**config.mk**
```make
export PLATFORM = sky130hd
export DESIGN_NAME = pkt_comm_dispatch_flat
export DESIGN_NICKNAME = d
export VERILOG_FILES = /design/src/rtl/pkt_comm_pkg.sv /design/src/rtl/pkt_comm_dispatch_if.sv /design/src/rtl/pkt_comm_cksum32.sv /design/src/rtl/pkt_comm_dispatch.sv /design/src/flat_wrapper.sv
export SDC_FILE = /design/constraint.sdc
export NUM_CORES = 1
export LEC_CHECK = 0
export ABC_AREA = 1
export BUFFER_PORTS_ARGS = -buffer_cell sky130_fd_sc_hd__buf_4
export CAP_MARGIN = 5
export CORE_MARGIN = 2
export CORE_UTILIZATION = 50
export CTS_CLUSTER_DIAMETER = 40
export DETAILED_ROUTE_END_ITERATION = 16
export GPL_ROUTABILITY_DRIVEN = 1
export GPL_TIMING_DRIVEN = 0
export PLACE_DENSITY = 0.7
export SYNTH_ARGS = -nofsm -noshare
export SYNTH_HDL_FRONTEND = slang
export SYNTH_SLANG_ARGS = --single-unit
```
**constraint.sdc**
```tcl
create_clock -name CLK -period 2.2 [get_ports CLK]
set_input_delay 0.22 -clock CLK [delete_from_list [all_inputs] [get_ports CLK]]
set_output_delay 0.22 -clock CLK [all_outputs]
set_load 0.01 [all_outputs]
```
**src/rtl/pkt_comm_pkg.sv**
```systemverilog
// Shared constants and types for the packet-communication input path.
package pkt_comm_pkg;

    localparam logic [7:0] PKT_TYPE_WORD_LIST  = 8'd1;
    localparam logic [7:0] PKT_TYPE_WORD_GEN   = 8'd2;
    localparam logic [7:0] PKT_TYPE_CMP_CONFIG = 8'd3;

    localparam int unsigned HDR_LEN   = 10;
    localparam int unsigned CKSUM_LEN = 4;

    localparam int unsigned ERR_VERSION    = 0;
    localparam int unsigned ERR_TYPE       = 1;
    localparam int unsigned ERR_LEN        = 2;
    localparam int unsigned ERR_HDR_CKSUM  = 3;
    localparam int unsigned ERR_BODY_CKSUM = 4;

    typedef enum logic [2:0] {
        StHdr,
        StHck,
        StBody,
        StBck,
        StErr
    } state_e;

    // One-hot consumer select; zero for an unknown type.
    function automatic logic [2:0] type_mask(input logic [7:0] t);
        logic [2:0] m;
        m = 3'b000;
        if (t == PKT_TYPE_WORD_LIST)  m = 3'b001;
        if (t == PKT_TYPE_WORD_GEN)   m = 3'b010;
        if (t == PKT_TYPE_CMP_CONFIG) m = 3'b100;
        return m;
    endfunction

endpackage

```
**src/rtl/pkt_comm_dispatch_if.sv**
```systemverilog
// Byte stream from the input FIFO, consumer strobes and per-packet status.
interface pkt_comm_dispatch_if;

    logic [7:0]  din;
    logic        empty;
    logic        rd_en;
    logic [7:0]  dout;
    logic [2:0]  wr_en;
    logic [2:0]  full;
    logic [15:0] pkt_id;
    logic [2:0]  pkt_done;
    logic        pkt_ok;
    logic [7:0]  err;

    // master: the dispatcher; slave: FIFO, consumers and status register side.
    modport master (
        input  din, empty, full,
        output rd_en, dout, wr_en, pkt_id, pkt_done, pkt_ok, err
    );

    modport slave (
        output din, empty, full,
        input  rd_en, dout, wr_en, pkt_id, pkt_done, pkt_ok, err
    );

endinterface

```
**src/rtl/pkt_comm_cksum32.sv**
```systemverilog
// 32-bit byte-sum accumulator; match compares the one's complement of the sum.
module pkt_comm_cksum32 (
    input  logic        clk,
    input  logic        rst_n,
    input  logic        clr,
    input  logic        add,
    input  logic [7:0]  data,
    input  logic [31:0] expected,
    output logic        match
);

    logic [31:0] sum_q;

    always_ff @(posedge clk) begin
        if (!rst_n) begin
            sum_q <= '0;
        end else if (clr) begin
            sum_q <= '0;
        end else if (add) begin
            sum_q <= sum_q + {24'd0, data};
        end
    end

    assign match = (~sum_q == expected);

endmodule

```
**src/rtl/pkt_comm_dispatch.sv**
```systemverilog
// Parses packet headers from the input FIFO, steers bodies to one of three
// consumers and checks header and body checksums.
module pkt_comm_dispatch
    import pkt_comm_pkg::*;
#(
    parameter int unsigned VERSION          = 2,
    parameter int unsigned MAX_LEN          = 65536,
    parameter bit          DISABLE_CHECKSUM = 1'b0
) (
    input logic                 CLK,
    input logic                 RESET_N,
    pkt_comm_dispatch_if.master bus
);

    state_e      state_q, state_d;
    logic [3:0]  cnt_q, cnt_d;
    logic [23:0] rem_q, rem_d;
    logic [7:0]  ver_q, ver_d;
    logic [7:0]  typ_q, typ_d;
    logic [23:0] len_q, len_d;
    logic [7:0]  id0_q, id0_d;
    logic [7:0]  id1_q, id1_d;
    logic [15:0] pkt_id_q, pkt_id_d;
    logic [23:0] cks_q, cks_d;
    logic [2:0]  cons_q, cons_d;
    logic [2:0]  done_q, done_d;
    logic        ok_q, ok_d;
    logic [7:0]  err_q, err_d;

    logic        rd;
    logic [2:0]  wr;
    logic        ck_clr, ck_add, ck_match;
    logic [31:0] ck_ref;
    logic [4:0]  hdr_err;

    // Checksum bytes arrive little-endian; the 4th byte completes the word.
    assign ck_ref = {bus.din, cks_q};

    pkt_comm_cksum32 u_cksum (
        .clk     (CLK),
        .rst_n   (RESET_N),
        .clr     (ck_clr),
        .add     (ck_add),
        .data    (bus.din),
        .expected(ck_ref),
        .match   (ck_match)
    );

    always_comb begin
        state_d  = state_q;
        cnt_d    = cnt_q;
        rem_d    = rem_q;
        ver_d    = ver_q;
        typ_d    = typ_q;
        len_d    = len_q;
        id0_d    = id0_q;
        id1_d    = id1_q;
        pkt_id_d = pkt_id_q;
        cks_d    = cks_q;
        cons_d   = cons_q;
        done_d   = 3'b000;
        ok_d     = 1'b0;
        err_d    = err_q;
        rd       = 1'b0;
        wr       = 3'b000;
        ck_clr   = 1'b0;
        ck_add   = 1'b0;

        hdr_err                 = '0;
        hdr_err[ERR_VERSION]    = (ver_q != VERSION[7:0]);
        hdr_err[ERR_TYPE]       = (type_mask(typ_q) == 3'b000);
        hdr_err[ERR_LEN]        = (len_q == 24'd0) || (32'(len_q) > MAX_LEN);
        hdr_err[ERR_HDR_CKSUM]  = !ck_match && !DISABLE_CHECKSUM;
        hdr_err[ERR_BODY_CKSUM] = 1'b0;

        unique case (state_q)
            StHdr: begin
                rd = RESET_N & ~bus.empty;
                if (rd) begin
                    ck_add = 1'b1;
                    case (cnt_q)
                        4'd0:    ver_d = bus.din;
                        4'd1:    typ_d = bus.din;
                        4'd4:    len_d[7:0] = bus.din;
                        4'd5:    len_d[15:8] = bus.din;
                        4'd6:    len_d[23:16] = bus.din;
                        4'd8:    id0_d = bus.din;
                        4'd9:    id1_d = bus.din;
                        default: ;
                    endcase
                    if (cnt_q == 4'(HDR_LEN - 1)) begin
                        cnt_d   = '0;
                        state_d = StHck;
                    end else begin
                        cnt_d = cnt_q + 4'd1;
                    end
                end
            end
            StHck: begin
                rd = RESET_N & ~bus.empty;
                if (rd) begin
                    cks_d = ck_ref[31:8];
                    if (cnt_q == 4'(CKSUM_LEN - 1)) begin
                        cnt_d = '0;
                        if (|hdr_err) begin
                            err_d   = err_q | {3'b000, hdr_err};
                            state_d = StErr;
                        end else begin
                            ck_clr   = 1'b1;
                            rem_d    = len_q;
                            cons_d   = type_mask(typ_q);
                            pkt_id_d = {id1_q, id0_q};
                            state_d  = StBody;
                        end
                    end else begin
                        cnt_d = cnt_q + 4'd1;
                    end
                end
            end
            StBody: begin
                // The selected consumer's full flag stalls the FIFO directly.
                rd = RESET_N & ~bus.empty & ~|(bus.full & cons_q);
                wr = rd ? cons_q : 3'b000;
                if (rd) begin
                    ck_add = 1'b1;
                    rem_d  = rem_q - 24'd1;
                    if (rem_q == 24'd1) begin
                        state_d = StBck;
                    end
                end
            end
            StBck: begin
                rd = RESET_N & ~bus.empty;
                if (rd) begin
                    cks_d = ck_ref[31:8];
                    if (cnt_q == 4'(CKSUM_LEN - 1)) begin
                        cnt_d  = '0;
                        done_d = cons_q;
                        ok_d   = ck_match | DISABLE_CHECKSUM;
                        if (!ck_match && !DISABLE_CHECKSUM) begin
                            err_d[ERR_BODY_CKSUM] = 1'b1;
                        end
                        ck_clr  = 1'b1;
                        state_d = StHdr;
                    end else begin
                        cnt_d = cnt_q + 4'd1;
                    end
                end
            end
            // Stream alignment is lost; only reset leaves this state.
            StErr: ;
            default: state_d = StErr;
        endcase
    end

    always_ff @(posedge CLK) begin
        if (!RESET_N) begin
            state_q  <= StHdr;
            cnt_q    <= '0;
            rem_q    <= '0;
            ver_q    <= '0;
            typ_q    <= '0;
            len_q    <= '0;
            id0_q    <= '0;
            id1_q    <= '0;
            pkt_id_q <= '0;
            cks_q    <= '0;
            cons_q   <= '0;
            done_q   <= '0;
            ok_q     <= 1'b0;
            err_q    <= '0;
        end else begin
            state_q  <= state_d;
            cnt_q    <= cnt_d;
            rem_q    <= rem_d;
            ver_q    <= ver_d;
            typ_q    <= typ_d;
            len_q    <= len_d;
            id0_q    <= id0_d;
            id1_q    <= id1_d;
            pkt_id_q <= pkt_id_d;
            cks_q    <= cks_d;
            cons_q   <= cons_d;
            done_q   <= done_d;
            ok_q     <= ok_d;
            err_q    <= err_d;
        end
    end

    assign bus.rd_en    = rd;
    assign bus.wr_en    = wr;
    assign bus.dout     = bus.din;
    assign bus.pkt_id   = pkt_id_q;
    assign bus.pkt_done = done_q;
    assign bus.pkt_ok   = ok_q;
    assign bus.err      = err_q;

endmodule
```
**src/flat_wrapper.sv**
```systemverilog
// flat-port wrapper written by rule: the top's interface ports become plain ports
module pkt_comm_dispatch_flat import pkt_comm_pkg::*;
#(
    parameter int unsigned VERSION          = 2,
    parameter int unsigned MAX_LEN          = 65536,
    parameter bit          DISABLE_CHECKSUM = 1'b0
)
  (CLK, RESET_N, bus_din, bus_empty, bus_full, bus_rd_en, bus_dout, bus_wr_en, bus_pkt_id, bus_pkt_done, bus_pkt_ok, bus_err);
  pkt_comm_dispatch_if bus_i ();
  input logic CLK;
  input logic RESET_N;
  input wire logic [$bits(bus_i.din)-1:0] bus_din;
  input wire logic [$bits(bus_i.empty)-1:0] bus_empty;
  input wire logic [$bits(bus_i.full)-1:0] bus_full;
  output wire logic [$bits(bus_i.rd_en)-1:0] bus_rd_en;
  output wire logic [$bits(bus_i.dout)-1:0] bus_dout;
  output wire logic [$bits(bus_i.wr_en)-1:0] bus_wr_en;
  output wire logic [$bits(bus_i.pkt_id)-1:0] bus_pkt_id;
  output wire logic [$bits(bus_i.pkt_done)-1:0] bus_pkt_done;
  output wire logic [$bits(bus_i.pkt_ok)-1:0] bus_pkt_ok;
  output wire logic [$bits(bus_i.err)-1:0] bus_err;
  assign bus_i.din = bus_din;
  assign bus_i.empty = bus_empty;
  assign bus_i.full = bus_full;
  assign bus_rd_en = bus_i.rd_en;
  assign bus_dout = bus_i.dout;
  assign bus_wr_en = bus_i.wr_en;
  assign bus_pkt_id = bus_i.pkt_id;
  assign bus_pkt_done = bus_i.pkt_done;
  assign bus_pkt_ok = bus_i.pkt_ok;
  assign bus_err = bus_i.err;
  pkt_comm_dispatch #(.VERSION(VERSION), .MAX_LEN(MAX_LEN), .DISABLE_CHECKSUM(DISABLE_CHECKSUM)) u_core (.CLK(CLK), .RESET_N(RESET_N), .bus(bus_i));
endmodule
```
Yosys cells after proc, flatten, opt, wreduce, memory -nomap -nowiden
Index checks and enable logic that the tools add are counted.
{ "word_totals": {"ff_bits": 174, "inputBits": 14, "out_inout_bits": 40, "word_cells": 132} }
{ "classes": {"n_addsub": 3, "n_lt_le_gt_ge": 1, "n_eq_ne": 29, "mux": 42, "bitwise": 9, "n_reduce_logical": 30} }
{ "ops": {"columns": ["op", "n"], "rows": [
  ["2-to-1 mux 24 bit", 4],
  ["one-hot mux 24 bit (2 select lines)", 1],
  ["2-to-1 mux 3 bit", 12],
  ["adder 32 x 8 -> 32 bit", 1],
  ["equality test 32 bit", 1],
  ["inverter 32 bit", 1],
  ["equality test 24 x 1 -> 1 bit (second input constant)", 1],
  ["greater-than comparator 24 x 17 -> 1 bit (second input constant)", 1],
  ["zero test 24 bit", 1],
  ["AND reduction 3 bit", 8],
  ["subtractor 24 x 1 -> 24 bit (second input constant)", 1],
  ["!= test 2 x 1 -> 1 bit (second input constant)", 10],
  ["equality test 8 x 2 -> 1 bit (second input constant)", 2],
  ["2-to-1 mux 4 bit", 4],
  ["2-to-1 mux 5 bit", 3],
  ["one-hot mux 3 bit (5 select lines)", 1],
  ["equality test 4 x 3 -> 1 bit (second input constant)", 3],
  ["AND reduction 4 bit", 3],
  ["2-to-1 mux 1 bit", 11],
  ["AND reduction 9 bit", 1],
  ["equality test 4 bit (second input constant)", 2],
  ["equality test 8 x 1 -> 1 bit (second input constant)", 1],
  ["!= test 8 x 2 -> 1 bit (second input constant)", 1],
  ["OR 8 x 4 -> 8 bit", 1],
  ["24 further kinds", 39]
]} }

Logic depth before layout (Yosys ltp)
Gate-level depths: netlist of run 1.
{ "logic_depth": {"depth_word": 11, "mapped_depth": 15, "mapped_depth_nobuf": 14} }

Cells and area by module
A second synthesis of run 1 with hierarchy kept.
{ "hier_totals": {"hier_cells": 1405, "area_unflattened_um2": 9183.8} }
{ "modules_own_cells": {"columns": ["module", "n_inst", "cells_per_inst", "area_per_inst_um2", "seq_area_each_um2"], "rows": [
  ["pkt_comm_dispatch", 1, 963, 6503.7, 2782.7],
  ["pkt_comm_cksum32", 1, 442, 2680.1, 640.6]
]} }

Least setup slack after synthesis of run 1
OpenSTA, ideal clock, no wires.
{ "synth_path": {"path_type": "register -> register", "from": "reg u_core.u_cksum.sum_q[0]", "to": "reg u_core.u_cksum.sum_q[20]", "setup_time_ns": 0.117, "arrival_ns": 2.042, "setup_slack_ns": 0.041, "path_stages_with_launch": 13, "n_path_buf": 0, "period_less_slack_ns": 2.159, "cell_sequence": "dfxtp_1 ha_1 inv_1 fa_1 inv_1 nand3_1 nand2_1 inv_1 o21ai_1 nand3_1 nor3_1 xor2_1 nor2_1"} }
{ "synth_via": {"elab_chain_len": 9, "word_cells_on_any_way": 10, "classes_between": "add/sub: 1; eq/ne: 1; mux: 4; bitwise: 1; reduce/logical: 3"} }
{ "synth_lines": {"columns": ["item", "line_no", "text"], "rows": [
  ["from (decl)", "pkt_comm_cksum32.sv:12", "logic [31:0] sum_q;"],
  ["from (signal assigned)", "pkt_comm_cksum32.sv:20", "sum_q <= sum_q + {24'd0, data};"],
  ["inverter 32 bit", "pkt_comm_cksum32.sv:24", "assign match = (~sum_q == expected);"],
  ["equality test 32 bit", "pkt_comm_cksum32.sv:24", null],
  ["zero test 1 bit", "pkt_comm_dispatch.sv:73", "hdr_err[ERR_HDR_CKSUM] = !ck_match && !DISABLE_CHECKSUM;"],
  ["OR reduction 4 bit", "pkt_comm_dispatch.sv:105", "if (|hdr_err) begin"],
  ["2-to-1 mux 1 bit", "pkt_comm_dispatch.sv:105", null],
  ["2-to-1 mux 1 bit", "pkt_comm_dispatch.sv:103", "if (cnt_q == 4'(CKSUM_LEN - 1)) begin"],
  ["2-to-1 mux 1 bit", "pkt_comm_dispatch.sv:101", "if (rd) begin"],
  ["one-hot mux 1 bit (2 select lines)", "pkt_comm_dispatch.sv:76", "unique case (state_q)"],
  ["OR reduction 2 bit (no source line)", null, null]
]} }
Parallel ways exist; a longest one is shown, timed or not.
A chain may end at the register's enable or synchronous reset.

Final worst setup path of run 1
{ "layout_path": {"from": "reg u_core.u_cksum.sum_q[0]", "to": "reg u_core.u_cksum.sum_q[30]"} }
Same word-level chain as after synthesis.

==> results.yml, run 1 <==
outcome:
  status: "finished clean"
routing:
  drt-vias-per-instance: 5.29
  wl_per_cell_um: 15.5
  drc: 0
  num_vias: 9076
  drt_iter0_drc: 730
  drtAntennaViolNets: 0
  dr.pass1.iters: 6
  routed_wirelength_mm: 26.6
clock_network:
  cts_tree: "built"
  ctsHoldBuffers: 0
  clock_latency_ns: 0.45
  cts_num_sinks: 171
  htreeDepth: 4
  clk_pin_slew_ns: 0.08
  cts_made_buffers: 17
  cts_max_path_buffers: 2
  root_buffer: "clkbuf_16"
flow_run:
  cap_violations: 0
synthesis:
  synth_seq_cells: 171
  yosysSeqAreaShare: 0.376
  syn_area_mm2: 0.00910
  yosysWarnings: 0
  syn_avg_cell_area_um2: 6.55
  syn_inst: 1391
  yosysUniqueCellTypes: 46
power_and_ir_drop:
  switching_power_mw: 3.38
  p_leak_nw: 4.84
  p_int_mw: 5.65
  ir_drop_v: 0.000596
  power_density_mw_per_mm2: 846
  pwr-share-clk: 0.339
  p_sw_frac: 0.374
  pwr-share-comb: 0.286
  seq_power_share: 0.374
sta:
  setup_violations: 0
  relSlewSlack: 0.586
  finClkSkew_ns: 0.0182
  finalCriticalPeriod_ns: 2.13
  fin_crit_sh: 0.966
  slew_viol_final: 0
  clock.fmax_mhz: 470
  worst_pin_slew_ns: 0.621
  hold_violations: 0
  setup_tns_ns: 0
  holdWs_ns: 0.0374
  rsz0062_at_grt: "yes"
layout:
  drive_gt1_frac: 0.144
  nets: 1502
  layout_common_cells: "334 x nand2_1, 233 x nor2_1, 162 x dfxtp_1"
  diodes: 0
  mostFrequentLayoutCell: "nand2_1"
  fin_util: 0.596
  area_delta_synth_final_pct: 17.2
floorplan:
  die_height_um: 139
  coreArea_mm2: 0.0179
  rows: 49
  initial_utilization: 0.509
  dieWidth_um: 139
  num_io_pins: 54
  die_area_mm2: 0.0193
worst_setup_path:
  crit_arrival_ns: 2.47
  startpoint_type: "register"
  endpoint_kind: "register"
  path_class: "reg -> reg"
  crit_required_ns: 2.54
  path_max_fanout: 4
grt:
  grt_pass1_vias: 8178
  grt_first_pass_wirelength_mm: 42.2
  grt_usage: 0.273
  antenna_found_initial: 0
  grt_max_degree: 20
  grt_overflow: 0
placed_design:
  hpwl_mm: 19.7
  numPortBuffers: 50
  place.gp.congestion: 0.994
worst_hold_path:
  hold_class: "in -> reg"
state kept, by name, indices dropped and copies added, names as in the netlist:
signal / count
u_core.cnt_q: 4
u_core.id1_q: 8
u_core.state_q: 3
u_core.bus.pkt_id: 16
u_core.bus.pkt_ok: 1
u_core.u_cksum.sum_q: 32
u_core.bus.err: 5
u_core.typ_q: 8
u_core.len_q: 24
u_core.id0_q: 8
u_core.cons_q: 3
u_core.cks_q: 24
u_core.rem_q: 24
u_core.ver_q: 8
u_core.bus.pkt_done: 3
path summary, 6_finish.rpt:
check                                                to  cells past startpoint                            startpoint  slack (ns)
hold reg to reg          u_core.bus.err[3]$_SDFFE_PN0P_                      2        u_core.bus.err[3]$_SDFFE_PN0P_        0.45
setup reg to reg  u_core.u_cksum.sum_q[30]$_SDFFE_PP0P_                     13  u_core.u_cksum.sum_q[0]$_SDFFE_PP0P_        0.07
hold / removal            u_core.cks_q[22]$_SDFFE_PN0P_                      3                            bus_din[6]        0.04
setup / recovery  u_core.u_cksum.sum_q[30]$_SDFFE_PP0P_                     13  u_core.u_cksum.sum_q[0]$_SDFFE_PP0P_        0.07
Yosys cell counts (all sizes together):
cell type	number	area, um2
ha	14	175
conb	1	3.75
mux2i	2	20.0
a21o	2	15.0
dfxtp	171	3420
nand2	344	1320
a21oi	100	500
o21a	2	15.0
xor2	18	158
nand3	63	315
a31oi	4	25.0
o22ai	2	12.5
buf	38	239
nor4	4	25.0
inv	170	638
clkbuf	21	78.8
a221oi	1	8.76
o31ai	24	180
o211ai	2	15.0
nor2	249	967
a21boi	1	11.3
a31o	1	8.76
fa	1	20.0
a211oi	3	22.5
xnor2	4	35.0
o21ai	89	449
o21bai	1	7.51
nand3b	4	30.0
or2	6	40.0
nand4	27	184
nor3	22	160
layer usage:
metal	part of all wire	track usage	vias up
li1	-	-	4608
met1	0.45	0.364	4152
met5	0	0	-
met2	0.47	0.448	271
met4	0.027	0.106	0
met3	0.053	0.0421	45
repair_timing:
action                     4_1_cts  5_1_grt
setup endpoints to repair       24       81
setup buffers                    4        7
resized for setup               12       60
gates cloned                     0        0
pin swaps                        2       12
metrics by stage:
step / std cells / cell area, um2 / total power, mW / setup slack [ns]
2_1_floorplan: 1393 / 9110 / 5.23 / 0.0413
3_3_place_gp: 1672 / 9770 / 5.83 / -0.430
3_5_place_dp: 1672 / 9770 / 5.86 / -0.443
4_1_cts: 1708 / 10400 / 8.91 / 0.00174
5_1_grt: 1715 / 10700 / 9.49 / -0.0355
6_report: 1715 / 10700 / 9.03 / 0.0743
worst max-delay path, cell delays in order (launching register included):
cell and delay, ns:
dfxtp_2 0.35, ha_4 0.15, inv_4 0.04, fa_2 0.35
inv_2 0.08, nand3_2 0.08, nand2_4 0.09, inv_2 0.04
o21ai_4 0.22, nand2_2 0.12, nor2_4 0.20, nand3_2 0.11
xor2_1 0.15, nor2_1 0.05
power groups by stage:
stage	logic (mW)	registers, mW	clock network (mW)
detailed placement	2.41	3.45	0
global placement	2.38	3.44	0
CTS	2.46	3.37	3.08
finish	2.58	3.38	3.06
floorplan	1.83	3.40	0
global route	2.88	3.40	3.21
cell families after synthesis:
kind of cell               Yosys count  synth area share
xor gates and xnor gates            22            0.0212
other                                1          0.000412
adders and majority gates           15            0.0214
buffers and inverters              229             0.105
muxes                                2           0.00220
AOI/OAI and AO/OA                  232             0.140
DFF                                171             0.376
and+or+nand+nor                    719             0.334
final cells by class:
| type | instances | area, um2 |
|---|---|---|
| Clock buffer | 17 | 425 |
| Multi-Input combinational cell | 993 | 4880 |
| Clock inverter | 15 | 179 |
| Tap cell | 229 | 287 |
| Sequential cell | 171 | 3430 |
| Fill cell | 1730 | 7230 |
| Timing Repair Buffer | 61 | 465 |
| Buffer | 59 | 355 |
| Inverter | 170 | 641 |
Power figures use the tool's default switching activity.
==> run 2: changes to the inputs <==
--- a/config.mk
+++ b/config.mk
@@ -14,6 +14,7 @@
 export DETAILED_ROUTE_END_ITERATION = 16
 export GPL_ROUTABILITY_DRIVEN = 1
 export GPL_TIMING_DRIVEN = 0
+export MAX_ROUTING_LAYER = met4
 export PLACE_DENSITY = 0.7
 export SYNTH_ARGS = -nofsm -noshare
 export SYNTH_HDL_FRONTEND = slang
==> run 2 against run 1 <==
Die area unchanged. Largest power group unchanged. Clock skew decreased by 0.0014 ns. The flow now finishes with violations (negative setup slack). Setup slack worse by 0.097 ns. Highest routed layer unchanged. Fmax down 4.4%. First-iteration DRC count is 5.2% higher.
==> results.yml, run 2 (synthesis gave the netlist of run 1 again) <==
worst_hold_path:
  hold_start: "bus_din[6]"
  holdPathStages: 3
  min_to: "u_core.cks_q[22]$_SDFFE_PN0P_"
  hold_class: "in -> reg"
routing:
  dr.pass1.iters: 6
  wl_per_cell_um: 15.9
  routed_wirelength_mm: 27.3
  drtAntennaViolNets: 0
  drt_iter0_drc: 768
  num_vias: 9171
  drc: 0
  drt-vias-per-instance: 5.35
floorplan:
  coreArea_mm2: 0.0179
  rows: 49
  num_io_pins: 54
  die_area_mm2: 0.0193
  initial_utilization: 0.509
  dieWidth_um: 139
  die_height_um: 139
layout:
  fin_util: 0.593
  nets: 1501
  largest_reg_flops: 32
  area_delta_synth_final_pct: 16.6
  diodes: 0
  mostFrequentLayoutCell: "nand2_1"
  fillers: 1733
  fin_cells: 1714
  seqCellArea_mm2: 0.00344
  drive_gt1_frac: 0.141
  final_cell_area_mm2: 0.0106
  largest-register: "u_core.u_cksum.sum_q"
  multi_input_area_mm2: 0.00484
  layout_common_cells: "334 x nand2_1, 236 x nor2_1, 159 x dfxtp_1"
placed_design:
  hpwl_mm: 20.2
  placed_cells: 1672
  numPortBuffers: 50
  place_ws_ns: -0.464
  placed_cell_area_mm2: 0.00977
  place.gp.congestion: 1.01
sta:
  rsz0062_at_grt: "yes"
  setup_tns_ns: -0.0229
  clock.fmax_mhz: 450
  slew_viol_final: 0
  relSlewSlack: 0.570
  fin_crit_sh: 1.01
  layout_setup_ws_ns: -0.0229
  finClkSkew_ns: 0.0168
  worst_pin_slew_ns: 0.645
  finalCriticalPeriod_ns: 2.22
  hold_violations: 0
  holdWs_ns: 0.0311
  setup_violations: 1
clock_network:
  clock_latency_ns: 0.46
  cts_tree: "built"
  cts_num_sinks: 171
  clk_pin_slew_ns: 0.08
  cts_made_buffers: 17
  ctsHoldBuffers: 0
  root_buffer: "clkbuf_16"
  htreeDepth: 4
  cts_max_path_buffers: 2
worst_setup_path:
  cp_cell_sequence: "ha_4, inv_4, fa_2, inv_2, nand3_2, nand2_2, inv_2, o21ai_4, nand2_2, nor2_4, buf_4, xor2_1, nor2_1"
  startpoint_type: "register"
  path_class: "reg -> reg"
  path_max_fanout: 4
  crit_arrival_ns: 2.56
  slowest_stage: "dfxtp_4"
  r2r-start: "u_core.u_cksum.sum_q[0]$_SDFFE_PP0P_"
  crit_required_ns: 2.54
  max_stage_delay_ns: 0.37
  timing.rr.end: "u_core.u_cksum.sum_q[12]$_SDFFE_PP0P_"
  rrSetupSlack_ns: -0.02
  r2r_cells: 13
  endpoint_kind: "register"
grt:
  grt_max_degree: 21
  grt_overflow: 0
  grt_first_pass_wirelength_mm: 44.0
  grt_usage: 0.294
  antenna_found_initial: 0
  grt_pass1_vias: 8433
power_and_ir_drop:
  p_int_mw: 5.64
  seq_power_share: 0.373
  pwr-share-comb: 0.285
  p_total_mw: 9.05
  p_sw_frac: 0.377
  p_leak_nw: 4.84
  switching_power_mw: 3.41
  power_density_mw_per_mm2: 852
  pwr-share-clk: 0.342
  ir_drop_v: 0.000571
outcome:
  status: "finished with violations"
  failed_checks: "negative setup slack"
flow_run:
  cap_violations: 0
[run 2: cell types whose count changed in the layout (fill, tap and decap cells not counted), sizes merged]
cell      delta
buf          +1
clkinvlp     -2
clkbuf       -2
inv          -2
clkinv       +4
[run 2: what timing repair did]
action                     in CTS  in global routing
setup endpoints to repair      45                 82
gates resized for setup        14                 44
buffers inserted                5                  5
pin swaps                       3                 11
[run 2: routing by layer]
layer  share of wire  vias up  global-route usage
met5               0        -                   -
met4           0.038        0               0.109
met3           0.063       68              0.0477
met2            0.47      323               0.476
met1            0.42     4165               0.373
li1                -     4615                   -
[run 2: worst max-delay path: cells and delay by family, from the launching register on]
kind | cells | cell delay, ns
buf+inv | 4 | 0.31
fa+ha+maj | 2 | 0.50
flops | 1 | 0.37
xor+xnor | 1 | 0.16
simple gates | 5 | 0.53
compound gates | 1 | 0.25
[run 2: worst max path at each step]
stage / from / to / slack [ns] / cells past startpoint
final: u_core.u_cksum.sum_q[0]$_SDFFE_PP0P_ / u_core.u_cksum.sum_q[12]$_SDFFE_PP0P_ / -0.02 / 13
after global routing: u_core.u_cksum.sum_q[0]$_SDFFE_PP0P_ / u_core.u_cksum.sum_q[12]$_SDFFE_PP0P_ / -0.12 / 13
after CTS: u_core.u_cksum.sum_q[0]$_SDFFE_PP0P_ / u_core.u_cksum.sum_q[22]$_SDFFE_PP0P_ / 0.007 / 13
after detailed placement: u_core.u_cksum.sum_q[0]$_SDFFE_PP0P_ / u_core.u_cksum.sum_q[24]$_SDFFE_PP0P_ / -0.46 / 12
after global placement: u_core.u_cksum.sum_q[0]$_SDFFE_PP0P_ / u_core.u_cksum.sum_q[24]$_SDFFE_PP0P_ / -0.46 / 12
after floorplan: u_core.u_cksum.sum_q[0]$_SDFFE_PP0P_ / u_core.u_cksum.sum_q[20]$_SDFFE_PP0P_ / 0.04 / 12
[run 2: power by group through the flow]
stage | logic, mW | registers [mW] | clock network (mW)
3_3_place_gp | 2.41 | 3.44 | 0
3_5_place_dp | 2.43 | 3.45 | 0
6_report | 2.58 | 3.38 | 3.09
4_1_cts | 2.49 | 3.37 | 3.12
5_1_grt | 2.91 | 3.40 | 3.24
2_1_floorplan | 1.83 | 3.40 | 0
[run 2: area by class of cell]
type                       count  area share
clock inverter                15      0.0185
inverter                     170      0.0603
tap                          229      0.0270
sequential                   171       0.324
clock buffer                  17      0.0401
multi-input combinational    993       0.456
buffer                        59      0.0310
timing repair buffer          60      0.0431
==> run 3: changes to the inputs <==
--- a/config.mk
+++ b/config.mk
@@ -9,13 +9,13 @@
 export BUFFER_PORTS_ARGS = -buffer_cell sky130_fd_sc_hd__buf_4
 export CAP_MARGIN = 5
 export CORE_MARGIN = 2
-export CORE_UTILIZATION = 50
+export CORE_UTILIZATION = 47
 export CTS_CLUSTER_DIAMETER = 40
 export DETAILED_ROUTE_END_ITERATION = 16
 export GPL_ROUTABILITY_DRIVEN = 1
 export GPL_TIMING_DRIVEN = 0
 export MAX_ROUTING_LAYER = met4
-export PLACE_DENSITY = 0.7
+export PLACE_DENSITY = 0.67
 export SYNTH_ARGS = -nofsm -noshare
 export SYNTH_HDL_FRONTEND = slang
 export SYNTH_SLANG_ARGS = --single-unit
==> run 3 against run 2 <==
The flow now finishes without violations. Cell area up 0.55%. Clock-buffer cell count unchanged. Setup slack better by 0.10 ns. Die area up 6.2%. Clock power up 4%. Flip-flop and latch count unchanged. Sequential power about the same. Fmax up 4.7%. Hold slack better by 0.010 ns. Critical path type unchanged.
==> results.yml, run 3 (synthesis gave the netlist of run 1 again) <==
grt:
  grt_pass1_vias: 8393
  antenna_found_initial: 0
  grt_max_degree: 20
  grt_first_pass_wirelength_mm: 44.1
  grt_usage: 0.286
  grt_overflow: 0
floorplan:
  dieWidth_um: 143
  rows: 50
  initial_utilization: 0.484
  die_height_um: 143
  num_io_pins: 54
  coreArea_mm2: 0.0188
  die_area_mm2: 0.0205
placed_design:
  placed_cells: 1703
  place.gp.congestion: 0.998
  numPortBuffers: 50
  hpwl_mm: 20.7
layout:
  seqCellArea_mm2: 0.00343
  largest-register: "u_core.u_cksum.sum_q"
  mostFrequentLayoutCell: "nand2_1"
  multi_input_area_mm2: 0.00483
  drive_gt1_frac: 0.137
  layout_common_cells: "335 x nand2_1, 236 x nor2_1, 163 x dfxtp_1"
  nets: 1503
  fin_cells: 1747
  area_delta_synth_final_pct: 17.3
  fin_util: 0.567
  largest_reg_flops: 32
  diodes: 0
  fillers: 1868
routing:
  drc: 0
  num_vias: 9068
  drtAntennaViolNets: 0
  drt-vias-per-instance: 5.19
  routed_wirelength_mm: 27.7
  drt_iter0_drc: 736
  wl_per_cell_um: 15.9
  dr.pass1.iters: 5
power_and_ir_drop:
  p_total_mw: 9.15
  p_leak_nw: 4.86
  power_density_mw_per_mm2: 857
  ir_drop_v: 0.000574
worst_setup_path:
  r2r_cells: 14
  path_delay_family: "simple AND/OR/NAND/NOR gates"
  critical_path_depth: 14
  slowest_stage: "dfxtp_1"
  rrSetupSlack_ns: 0.08
  cp-startpoint: "u_core.u_cksum.sum_q[16]$_SDFFE_PP0P_"
  r2r-start: "u_core.u_cksum.sum_q[16]$_SDFFE_PP0P_"
  cp_cell_sequence: "inv_1, nand2_1, nand2_1, nor2_1, nand2_1, nor2_1, nand2_1, nor2_4, nand2_4, nand2_4, nand2_4, buf_4, nor2_1, nor2_1"
  max_stage_delay_ns: 0.48
  path_max_fanout: 10
  crit_arrival_ns: 2.46
  startpoint_type: "register"
  path_class: "reg -> reg"
  endpoint_kind: "register"
  crit_buf_inv: 2
  crit_required_ns: 2.53
  timing.rr.end: "u_core.rem_q[9]$_SDFFE_PN0P_"
  endpoint: "u_core.rem_q[9]$_SDFFE_PN0P_"
sta:
  rsz0062_at_grt: "yes"
  slew_viol_final: 0
  hold_violations: 0
  finClkSkew_ns: 0.0149
  worst_pin_slew_ns: 0.647
  relSlewSlack: 0.569
  setup_violations: 0
  finalCriticalPeriod_ns: 2.12
  clock.fmax_mhz: 471
  fin_crit_sh: 0.965
clock_network:
  cts_max_path_buffers: 2
  cts_made_buffers: 17
  cts_tree: "built"
  clk_pin_slew_ns: 0.08
  root_buffer: "clkbuf_16"
  htreeDepth: 4
  cts_num_sinks: 171
  clock_latency_ns: 0.44
worst_hold_path:
  hold_class: "in -> reg"
outcome:
  status: "finished clean"
flow_run:
  cap_violations: 0
-- run 3: final cells by class --
class                   count  share of cell area
multi-input cells         993               0.453
flip-flops and latches    171               0.322
clock inverters            15              0.0182
clock buffers              17              0.0398
repair buffers             62              0.0443
inverters                 170              0.0600
plain buffers              59              0.0329
well taps                 260              0.0305
-- run 3: what timing repair did --
item                                    CTS  global route
setup buffers                             5             7
pin swaps                                 3             8
endpoints found under the setup margin   34            84
hold buffers                              0             0
gates resized for setup                  11            51
-- run 3: power by group --
part / leakage, nW / switching [mW] / internal [mW] / total [mW]
Sequential: 1.38 / 0.137 / 3.25 / 3.39
Combinational: 3.17 / 1.72 / 0.847 / 2.57
Clock: 0.300 / 1.54 / 1.65 / 3.20
Total: 4.86 / 3.40 / 5.75 / 9.15
-- run 3: worst reg2reg max path: stages (launching register included) --
cell and delay (ns):
dfxtp_1 0.48, inv_1 0.13, nand2_1 0.09, nand2_1 0.08, nor2_1 0.10, nand2_1 0.06, nor2_1 0.09, nand2_1 0.09
nor2_4 0.19, nand2_4 0.11, nand2_4 0.11, nand2_4 0.11, buf_4 0.21, nor2_1 0.12, nor2_1 0.06
-- run 3: worst min path at each step --
stage / startpoint / endpoint / slack, ns / cells after the start
finish: bus_din[6] / u_core.cks_q[22]$_SDFFE_PN0P_ / 0.04 / 3
global placement: u_core.bus.err[0]$_SDFFE_PN0P_ / u_core.bus.err[0]$_SDFFE_PN0P_ / 0.44 / 2
floorplan: bus_din[0] / u_core.cks_q[16]$_SDFFE_PN0P_ / 0.33 / 2
global route: bus_din[6] / u_core.cks_q[22]$_SDFFE_PN0P_ / 0.07 / 3
CTS: bus_din[6] / u_core.cks_q[22]$_SDFFE_PN0P_ / 0.04 / 3
detailed placement: u_core.bus.err[0]$_SDFFE_PN0P_ / u_core.bus.err[0]$_SDFFE_PN0P_ / 0.44 / 2
-- run 3: per-stage QoR --
step	cell area [um2]	hold slack, ns	setup slack, ns	TNS (ns)
detailed placement	9810	0.444	-0.442	-5.38
global route	10700	0.0713	-0.0299	-0.288
floorplan	9110	0.333	0.0413	0
CTS	10500	0.0432	0.00457	0
global placement	9810	0.442	-0.444	-5.91
finish	10700	0.0413	0.0774	0
-- run 3: metal layers --
layer  global-route usage  part of all wire  vias up
li1                     -                 -     4606
met1                0.360              0.45     4135
met5                    -                 0        -
met4                0.115             0.036        0
met3               0.0463             0.053       65
met2                0.460              0.46      262
